[src/rtl/universal_shift_register.sv]
// universal_shift_register: configurable-width universal shift register with counted burst engine.
// Optional Parity output is enabled by defining USR_PARITY_EN.
module universal_shift_register #(
   parameter int WIDTH = 8,
   parameter int CNT_W = 4
) (
   input  logic             Clock,
   input  logic             Reset,
   input  logic [2:0]       Mode,
   input  logic             Start,
   input  logic [CNT_W-1:0] Shift_Count,
   input  logic [WIDTH-1:0] Data_In,
   input  logic             Serial_In_L,
   input  logic             Serial_In_R,
   output logic [WIDTH-1:0] Q,
   output logic             Serial_Out_L,
   output logic             Serial_Out_R,
   output logic             Busy,
   output logic             Done
`ifdef USR_PARITY_EN
   ,output logic            Parity
`endif
);
   typedef enum logic {IDLE, RUN} state_t;
   state_t           state;
   logic [CNT_W-1:0] cnt;
   logic [2:0]       lmode;
   logic [2:0]       m;
   logic             shift_mode;
   logic             arm;
   logic [WIDTH-1:0] q_next;

   assign Serial_Out_L = Q[WIDTH-1];
   assign Serial_Out_R = Q[0];
   assign shift_mode = (Mode != 3'b000) && (Mode != 3'b011) && (Mode != 3'b111);
   // A burst request consumes its edge for latching; Q holds
   assign arm = (state == IDLE) && Start && shift_mode;
   assign m = (state == RUN) ? lmode : Mode;

   always_comb begin
      q_next = Q;
      case (m)
         3'b001: q_next = {Serial_In_L, Q[WIDTH-1:1]};
         3'b010: q_next = {Q[WIDTH-2:0], Serial_In_R};
         3'b011: q_next = Data_In;
         3'b100: q_next = {Q[0], Q[WIDTH-1:1]};
         3'b101: q_next = {Q[WIDTH-2:0], Q[WIDTH-1]};
         3'b110: q_next = {Q[WIDTH-1], Q[WIDTH-1:1]};
         3'b111: q_next = '0;
         default: q_next = Q;
      endcase
      if (arm) q_next = Q;
   end

   always_ff @(posedge Clock or posedge Reset) begin
      if (Reset) begin
         state <= IDLE;
         cnt   <= '0;
         lmode <= 3'b000;
         Q     <= '0;
         Busy  <= 1'b0;
         Done  <= 1'b0;
      end else begin
         Q    <= q_next;
         Done <= 1'b0;
         if (state == IDLE) begin
            if (arm) begin
               lmode <= Mode;
               cnt   <= Shift_Count;
               if (Shift_Count != '0) begin
                  state <= RUN;
                  Busy  <= 1'b1;
               end else begin
                  Done <= 1'b1;
               end
            end
         end else begin
            cnt <= cnt - CNT_W'(1);
            if (cnt == CNT_W'(1)) begin
               state <= IDLE;
               Busy  <= 1'b0;
               Done  <= 1'b1;
            end
         end
      end
   end

`ifdef USR_PARITY_EN
   always_ff @(posedge Clock or posedge Reset) begin
      if (Reset) Parity <= 1'b0;
      else Parity <= ^q_next;
   end
`endif
endmodule

[config.mk]
export PLATFORM = sky130hd
export DESIGN_NAME = universal_shift_register
export DESIGN_NICKNAME = d
export VERILOG_FILES = /design/src/rtl/universal_shift_register.sv
export SDC_FILE = /design/constraint.sdc
export NUM_CORES = 1
export LEC_CHECK = 0
export ABC_AREA = 1
export BUFFER_PORTS_ARGS = -buffer_cell sky130_fd_sc_hd__buf_2
export CELL_PAD_IN_SITES_DETAIL_PLACEMENT = 1
export CELL_PAD_IN_SITES_GLOBAL_PLACEMENT = 1
export CORE_ASPECT_RATIO = 2
export CORE_UTILIZATION = 42
export CTS_BUF_LIST = sky130_fd_sc_hd__clkbuf_8
export DETAILED_ROUTE_END_ITERATION = 10
export PLACE_DENSITY_LB_ADDON = 0.05
export RECOVER_POWER = 25
export SLEW_MARGIN = 20
export SYNTH_ARGS = -nofsm -noshare
export SYNTH_HDL_FRONTEND = slang
export SYNTH_SLANG_ARGS = --single-unit
[constraint.sdc]
create_clock -name Clock -period 3.62 [get_ports Clock]
set_clock_uncertainty 0.15 [all_clocks]
set_input_delay 0.724 -clock Clock [delete_from_list [all_inputs] [get_ports Clock]]
set_output_delay 0.724 -clock Clock [all_outputs]
set_load 0.03 [all_outputs]
; After elaboration in Yosys (flattened, before gate mapping)
; Index checks and enable logic that the tools add are counted.
[word_totals]
register_bits = 18
input_bits = 20
out_inout_bits = 12
wordCells = 52
[op_classes]
n_addsub = 1
eq_ne = 11
mux = 16
bitwise = 3
n_reduce_logical = 14
[ops]
columns = operator, count
row1 = $pmux W8 S7, 1
row2 = $eq A3 B3 Y1 const B, 4
row3 = $mux W1, 12
row4 = $mux W4, 2
row5 = $reduce_bool A7 Y1, 1
row6 = $eq A3 B2 Y1 const B, 2
row7 = $reduce_and A3 Y1, 2
row8 = $reduce_bool A6 Y1, 1
row9 = $eq A4 B1 Y1 const B, 1
row10 = $logic_and A1 B1 Y1, 4
row11 = $reduce_and A2 Y1, 2
row12 = $reduce_bool A2 Y1, 2
row13 = $reduce_bool A4 Y1, 1
row14 = $sub A4 B1 Y4 const B, 1
row15 = $eq A3 B1 Y1 const B, 1
row16 = $mux W3, 1
row17 = $ne A3 B2 Y1 const B, 1
row18 = $ne A3 B3 Y1 const B, 1
row19 = $not A1 Y1, 3
row20 = $reduce_bool A3 Y1, 1
row21 = $ne A2 B1 Y1 const B, 1

; Logic depth before layout (Yosys ltp)
; Gate-level depths: netlist of the first run.
[depth]
word_depth = 6
ltp_mapped = 11
mapped_depth_nobuf = 9

; Worst setup path before layout of the first run
; Ideal clock, no wire load.
[synth_path]
path_kind = input port to flip-flop
startpoint = in Mode[2]
endpoint = reg Q[0]
setup_time_ps = 118
t_arrival_ps = 1394
t_required_ps = 3352
slack_ps = 1958
stages = 9
path_buffers = 1
cell_sequence = inv_1 > nand2_2 > nand2_4 > nand3_4 > nand2_4 > inv_4 > buf_8 > nor2_1 > nor2_1
[synth_between]
elab_chain_len = 6
elab_cells_between_ends = 18
classes_between = eq/ne (9) / mux (2) / bitwise (1) / reduce/logical (6)
[synth_lines]
columns = item, line_no
row1 = start: declaration, 9  ; input logic [2:0] Mode,
row2 = "parallel branches: the longest is 6 deep, another holds $reduce_bool A7 Y1", n/a
row3 = end signal: assignment, 64  ; Q <= q_next;
row4 = end: declaration, 15  ; output logic [WIDTH-1:0] Q,
; Parallel ways; which one is timed is not known.
; A chain may end at the register's enable or synchronous reset.

; Worst setup path in the final report of the first run
[layout_path]
startpoint = reg state
endpoint = reg Q[4]
[layout_between]
elab_chain_len = 5
elab_cells_between_ends = 15
classes_between = eq/ne (7) / mux (2) / bitwise (2) / reduce/logical (4)
[layout_lines]
columns = item, line_no
row1 = start: declaration, 25  ; state_t state;
row2 = start signal: assignment, 57  ; state <= IDLE;
row3 = start signal: assignment, 71  ; state <= RUN;
row4 = start signal: assignment, 80  ; state <= IDLE;
row5 = "parallel branches: the longest is 5 deep, another holds $reduce_bool A7 Y1", n/a
; Parallel ways; which one is timed is not known.

==> impl_results.md, run 1 <==
- Outcome: finished clean
- Crit path capture type: flip-flop
- Area Growth Syn to Fin: 13.8%
- Ant. Diodes: 0
- Iter 0 DRT Violations: 5
- Row count: 28
- Leakage: 0.813 nW
- Layout Utilization: 50.2%
- Critical Path AT: 1.81 ns
- HP Class: reg -> reg
- Critical-path maximum fanout: 14
- Longest Clk Path Bufs: 2
- Most frequent cell after synthesis: nand2_1
- Power Density: 1060 nW/um2
- Post-synth net total: 198
- Actual slew at the worst max-slew pin: 0.737 ns
- CP peak stage delay: 0.67 ns
- Synth warn: 0
- Largest net degree at the start of global routing: 19
- Clk_lat worst skew: 0.25 ns
- Post-Synthesis Cell Area: 1310 um2
- Vias in the first global route: 1363
- Crit Path Class: reg -> reg
- Post-CTS setup buffer count: 0
- Most frequent cells after synthesis: nand2_1 (54), nor2_1 (28), dfrtp_1 (18)
- RSZ-0062 raised after global routing: no
- Max Cap Violations: 0
- Final worst path period share: 49.9%
- Num CTS Buffers: 3
- Cell Count Post-Placement: 231
- Final setup margin: 1.81 ns
- Initial antenna violation count: 0
- Io pins: 32
- Peak supply drop: 0.375 mV
- Crit path time final: 1.81 ns
- Register area share after synthesis: 34.3%
- Total number of vias: 1219
- Final TNS setup: 0 ns
- Initial Util: 44.1%
- Crit start category: flip-flop
- Worst-path clk slew: 0.07 ns
- PortBufs: 31
- DIE AREA: 3370 um2
- Slew Limit Fails: 0
- HPWL after DPL: 2800 um
- CTS root buffer: clkbuf_8
- Synthesized flop and latch total: 18
- Hold WS: 0.332 ns
- Global-route wire length before repair: 6040 um
- GRT Resource Usage Total: 23.1%
- Num Clock Sinks: 18
- Average size of a mapped cell: 7.46 um2
- # resized after CTS: 0
- Dpl ws: 1.62 ns
- Max-slew headroom: 50.8%
- Post-synthesis cell count: 176
- GRT overflow: 0
- Drt first pass iters: 3
- DIE HEIGHT: 81.1 um
- Top-area cell type share of the netlist area: 34.3%
- CTS tree: done
- Cell family with most CP delay: flip-flops
- Die width: 41.5 um
- Share of layout cells above drive strength 1: 29.8%
- Async SR Flop Fraction: 100%
- Number of synthesized flops with an enable pin: 0
- Netlist cell types: 25
- Ys flop type: dfrtp_1
- DRT Wirelength: 3400 um
- Hold_buf cts: 0
- Final Non-Filler Cells: 235
- Most area-consuming cells after synthesis: dfrtp_1 (34%), nand2_1 (15%), nor2_1 (8.0%), nand2_4 (6.0%), nand3_1 (5.3%)
- Final GP Congestion: 0.867
- Final setup viols: 0
- Routed wire per std cell: 14.4 um
- CP max stage cell: dfrtp_1
- ANT nets after route: 0
- # DRC: 0
- Achievable Freq: 553 MHz
- Routed vias/inst: 5.19
- Area of the core: 2980 um2
- Total buffers and inverters traversed by the critical path: 2
- Layout Nets: 228
- Area leader, netlist: dfrtp_1
- Cell Chain, Critical Path: inv_8 -> nand2_1 -> nand2_2 -> nand3_4 -> nand2_4 -> inv_4 -> nand2_1 -> nor2_1 -> nor2_1
- Final hold violations: 0
- WP data required: 3.62 ns
- H-tree depth: 1
-- area by class of cell --
class	count	area, um2
Inverter	15	66.3
Timing Repair Buffer	31	155
Clock buffer	4	55.1
Tap cell	30	37.5
Sequential cell	18	450
Multi-Input combinational cell	137	729
Fill cell	402	1480
-- path summary, 6_finish.rpt --
kind | startpoint | end | slack [ns] | cells after the start
worst max-delay path | state | Q[4] | 1.81 | 9
worst min-delay path | Busy | Busy | 0.33 | 2
worst max register to register | state | Q[4] | 1.81 | 9
worst min register to register | Busy | Busy | 0.33 | 2
max in group asynchronous | Reset | cnt[1] | 2.42 | 2
min in group asynchronous | Reset | cnt[3] | 0.43 | 2
-- logic make-up after synthesis --
group	share of synthesized area (%)
AND/OR/NAND/NOR	48.2
buffers and inverters	10.1
flip-flops	34.3
AO/OA/AOI/OAI	4.10
XOR/XNOR	1.33
adder cells (fa/ha/maj)	1.91
-- state kept, by name, summed over array words and instances (netlist names) --
register,flops
Busy,1
Done,1
Q,8
cnt,4
lmode,3
state,1
-- routing by layer --
metal	routed length (um)	GRT usage, %	vias up
li1	-	-	608
met1	1160	23.1	583
met2	2120	47.3	22
met3	64	1.56	6
met4	53	8.71	0
met5	0	0	-
-- power breakdown --
part	switching (W)	internal [W]	total, W
combinational	0.000664	0.000323	0.000987
clock	0.0000698	0.0000966	0.000166
sequential	0.000124	0.000307	0.000431
-- layout by cell type (no fill, tap or decap) --
master,netlist,final
nor3_1,1,1
nand2_4,7,7
nand4_1,3,3
nor3b_1,1,1
buf_2,1,31
o221ai_1,1,1
inv_1,11,11
nand3_4,3,3
nor2_1,28,28
nand3_2,1,1
ha_1,2,2
xor2_1,2,2
nand2_8,1,1
clkbuf_8,0,4
dfrtp_1,18,18
nand2_1,54,54
nand2_2,10,10
nand3_1,14,14
inv_8,1,1
o21ai_0,9,9
inv_2,2,2
inv_4,1,1
-- worst reg2reg max path, stage by stage, from the launching register on --
cell     delay (ns)
dfrtp_1        0.67
inv_8          0.12
nand2_1        0.12
nand2_2        0.11
nand3_4        0.09
nand2_4        0.05
inv_4          0.14
nand2_1        0.08
nor2_1         0.13
nor2_1         0.05
-- through the flow --
step           power (W)  area (um2)
2_1_floorplan    0.00125        1310
3_3_place_gp     0.00140        1440
3_5_place_dp     0.00143        1440
4_1_cts          0.00161        1490
5_1_grt          0.00174        1490
6_report         0.00158        1490
(Power assumes the default switching activity.)
==> run 2, diff against run 1 <==
Settings changed: CORE_UTILIZATION 42 to 39.
Clock period 3.62 ns to 1.7 ns, I/O delays scaled along.
==> impl_results.md, run 2 (synthesis results as in run 1) <==
- Final TNS setup: 0 ns (unchanged)
- RSZ-0062 raised after global routing: no
- Dpl ws: 0.00231 ns (-1.61 ns)
- Part of the power in combinational logic: 62.8% (+0.5 points)
- Crit Path Class: reg -> reg
- GRT overflow: 0 (unchanged)
- Slew Limit Fails: 0 (unchanged)
- Io pins: 32 (unchanged)
- Total number of vias: 1247 (+2.3%)
- HPWL after DPL: 2690 um (-4.0%)
- Most flop-heavy register: Q
- Longest Clk Path Bufs: 2 (unchanged)
- Row count: 29 (+3.6%)
- Power Density: 2210 nW/um2 (+110%)
- Commonest non-fill, non-tap cell in the layout: nand2_1
- Num CTS Buffers: 3 (unchanged)
- # DRC: 0 (unchanged)
- Initial Util: 41.1% (-3.0 points)
- Peak supply drop: 0.882 mV (+140%)
- CP max stage cell: dfrtp_2
- CTS root buffer: clkbuf_8
- Critical Path Most Common Cell: nand2_1
- DRT Wirelength: 3330 um (-1.9%)
- GRT Resource Usage Total: 20.9% (-2.2 points)
- Leakage: 0.835 nW (+2.8%)
- H-tree depth: 1 (unchanged)
- Final setup viols: 0 (unchanged)
- Num Clock Sinks: 18 (unchanged)
- Routed wire per std cell: 13.8 um (-4.4%)
- CTS tree: done
- Vias in the first global route: 1330 (-2.4%)
- Worst-path clk slew: 0.08 ns (about the same)
- Outcome: finished clean
- Achievable Freq: 642 MHz (+16%)
- Final setup margin: 0.141 ns (-1.67 ns)
- Final GP Congestion: 0.772 (-11%)
- Crit path time final: 1.56 ns (-0.249 ns)
- Global-route wire length before repair: 5800 um (-4.0%)
- Clk_lat worst skew: 0.26 ns (about the same)
- Top flop regs: Q (8), cnt (4), lmode (3)
- Pint: 0.00159 W (+120%)
- Share of layout cells above drive strength 1: 31.9% (+2.1 points)
- Clock Power Share: 11.0% (+0.5 points)
- Max-slew headroom: 67.1% (+16 points)
- WP data required: 1.75 ns (-1.87 ns)
- Cell Count Post-Placement: 235 (+1.7%)
- Largest net degree at the start of global routing: 19 (unchanged)
- Critical Path AT: 1.61 ns (-0.20 ns)
- Area of the core: 3190 um2 (+7.2%)
- Sequential share of power: 26.2% (-1.0 points)
- Ant. Diodes: 0 (unchanged)
- Iter 0 DRT Violations: 28 (+23)
- Max Cap Violations: 0 (unchanged)
- Commonest non-fill, non-tap cells in the layout: nand2_1 (53), buf_2 (31), nor2_1 (28)
- Final Non-Filler Cells: 241 (+2.6%)
- ANT nets after route: 0 (unchanged)
- Crit path capture type: flip-flop
- Switching pwr: 0.00182 W (+110%)
- Crit start category: flip-flop
- Tot Pwr: 0.00342 W (+120%)
- HP Class: in -> reg
- Final hold violations: 0 (unchanged)
- CP peak stage delay: 0.50 ns (-0.17 ns)
- Initial antenna violation count: 0 (unchanged)
- Actual slew at the worst max-slew pin: 0.494 ns (-0.243 ns)
- Final worst path period share: 91.7% (+42 points)
- Switching share of total power: 53.3% (-0.82 points)
- Max reg flops: 8 (unchanged)
- Routed vias/inst: 5.17 (-0.25%)
- PortBufs: 31 (unchanged)
- Die width: 43.0 um (+3.6%)
- Area Growth Syn to Fin: 17.6%
- DIE AREA: 3620 um2 (+7.4%)
- Cell Chain, Critical Path: inv_8 -> nand2_1 -> nand2_2 -> nand3_1 -> nand2_4 -> nand2_1 -> nand2_1 -> nor2_1 -> nor2_1
- Drt first pass iters: 4 (+1)
- DIE HEIGHT: 84.0 um (+3.7%)
- Critical-path maximum fanout: 9 (-5)
- Layout Nets: 233 (+2.2%)
-- run 2: cell type report --
type,instances,area (um2)
multi-input combinational,137,739
inverter,15,66.3
fill,441,1650
tap,31,38.8
sequential,18,452
clock buffer,4,55.1
timing repair buffer,36,193
-- run 2: path summary, 6_finish.rpt --
kind / slack, ns / cells after the start / from / endpoint
max: 0.14 / 9 / state / Q[1]
max reg2reg: 0.14 / 9 / state / Q[1]
min reg2reg: 0.33 / 2 / Busy / Busy
min in group asynchronous: 0.57 / 4 / Reset / cnt[0]
max in group asynchronous: 0.47 / 4 / Reset / state
min: 0.16 / 3 / Shift_Count[1] / cnt[1]
-- run 2: worst max-delay path, delay by kind of cell (launching register included) --
kind                   cells  cell delay (ns)
buffers and inverters      1             0.11
AND/OR/NAND/NOR            8             0.72
flip-flops                 1             0.50
-- run 2: routing by layer --
layer	share of wire [%]	track usage (%)	vias up
met5	0	0	-
met4	3.3	9.92	0
met3	2.6	1.95	9
met2	59	41.5	29
met1	35	19.7	588
li1	-	-	621
-- run 2: power by group through the flow --
stage	clock network, W	registers (W)	logic (W)
detailed placement	0	0.000905	0.00215
floorplan	0	0.00104	0.00162
global route	0.000399	0.000929	0.00242
finish	0.000376	0.000894	0.00215
CTS	0.000381	0.000900	0.00216
global placement	0	0.000892	0.00207
-- run 2: metrics by stage --
step / instance area [um2] / util (%) / hold WS, ns
2_1_floorplan: 1310 / - / 0.129
3_3_place_gp: 1460 / 45.8 / 0.224
3_5_place_dp: 1460 / 45.8 / 0.233
4_1_cts: 1530 / 47.9 / 0.165
5_1_grt: 1540 / 48.4 / 0.176
6_report: 1540 / 48.4 / 0.163
-- run 2: timing repair --
action | 4_1_cts | 5_1_grt
setup buffers | 0 | 1
hold buffers | 1 | 0
pin swaps | 0 | 0
gates cloned | 0 | 0
endpoints found under the hold margin | 18 | 0
resized for setup | 1 | 2
endpoints found under the setup margin | 2 | 7
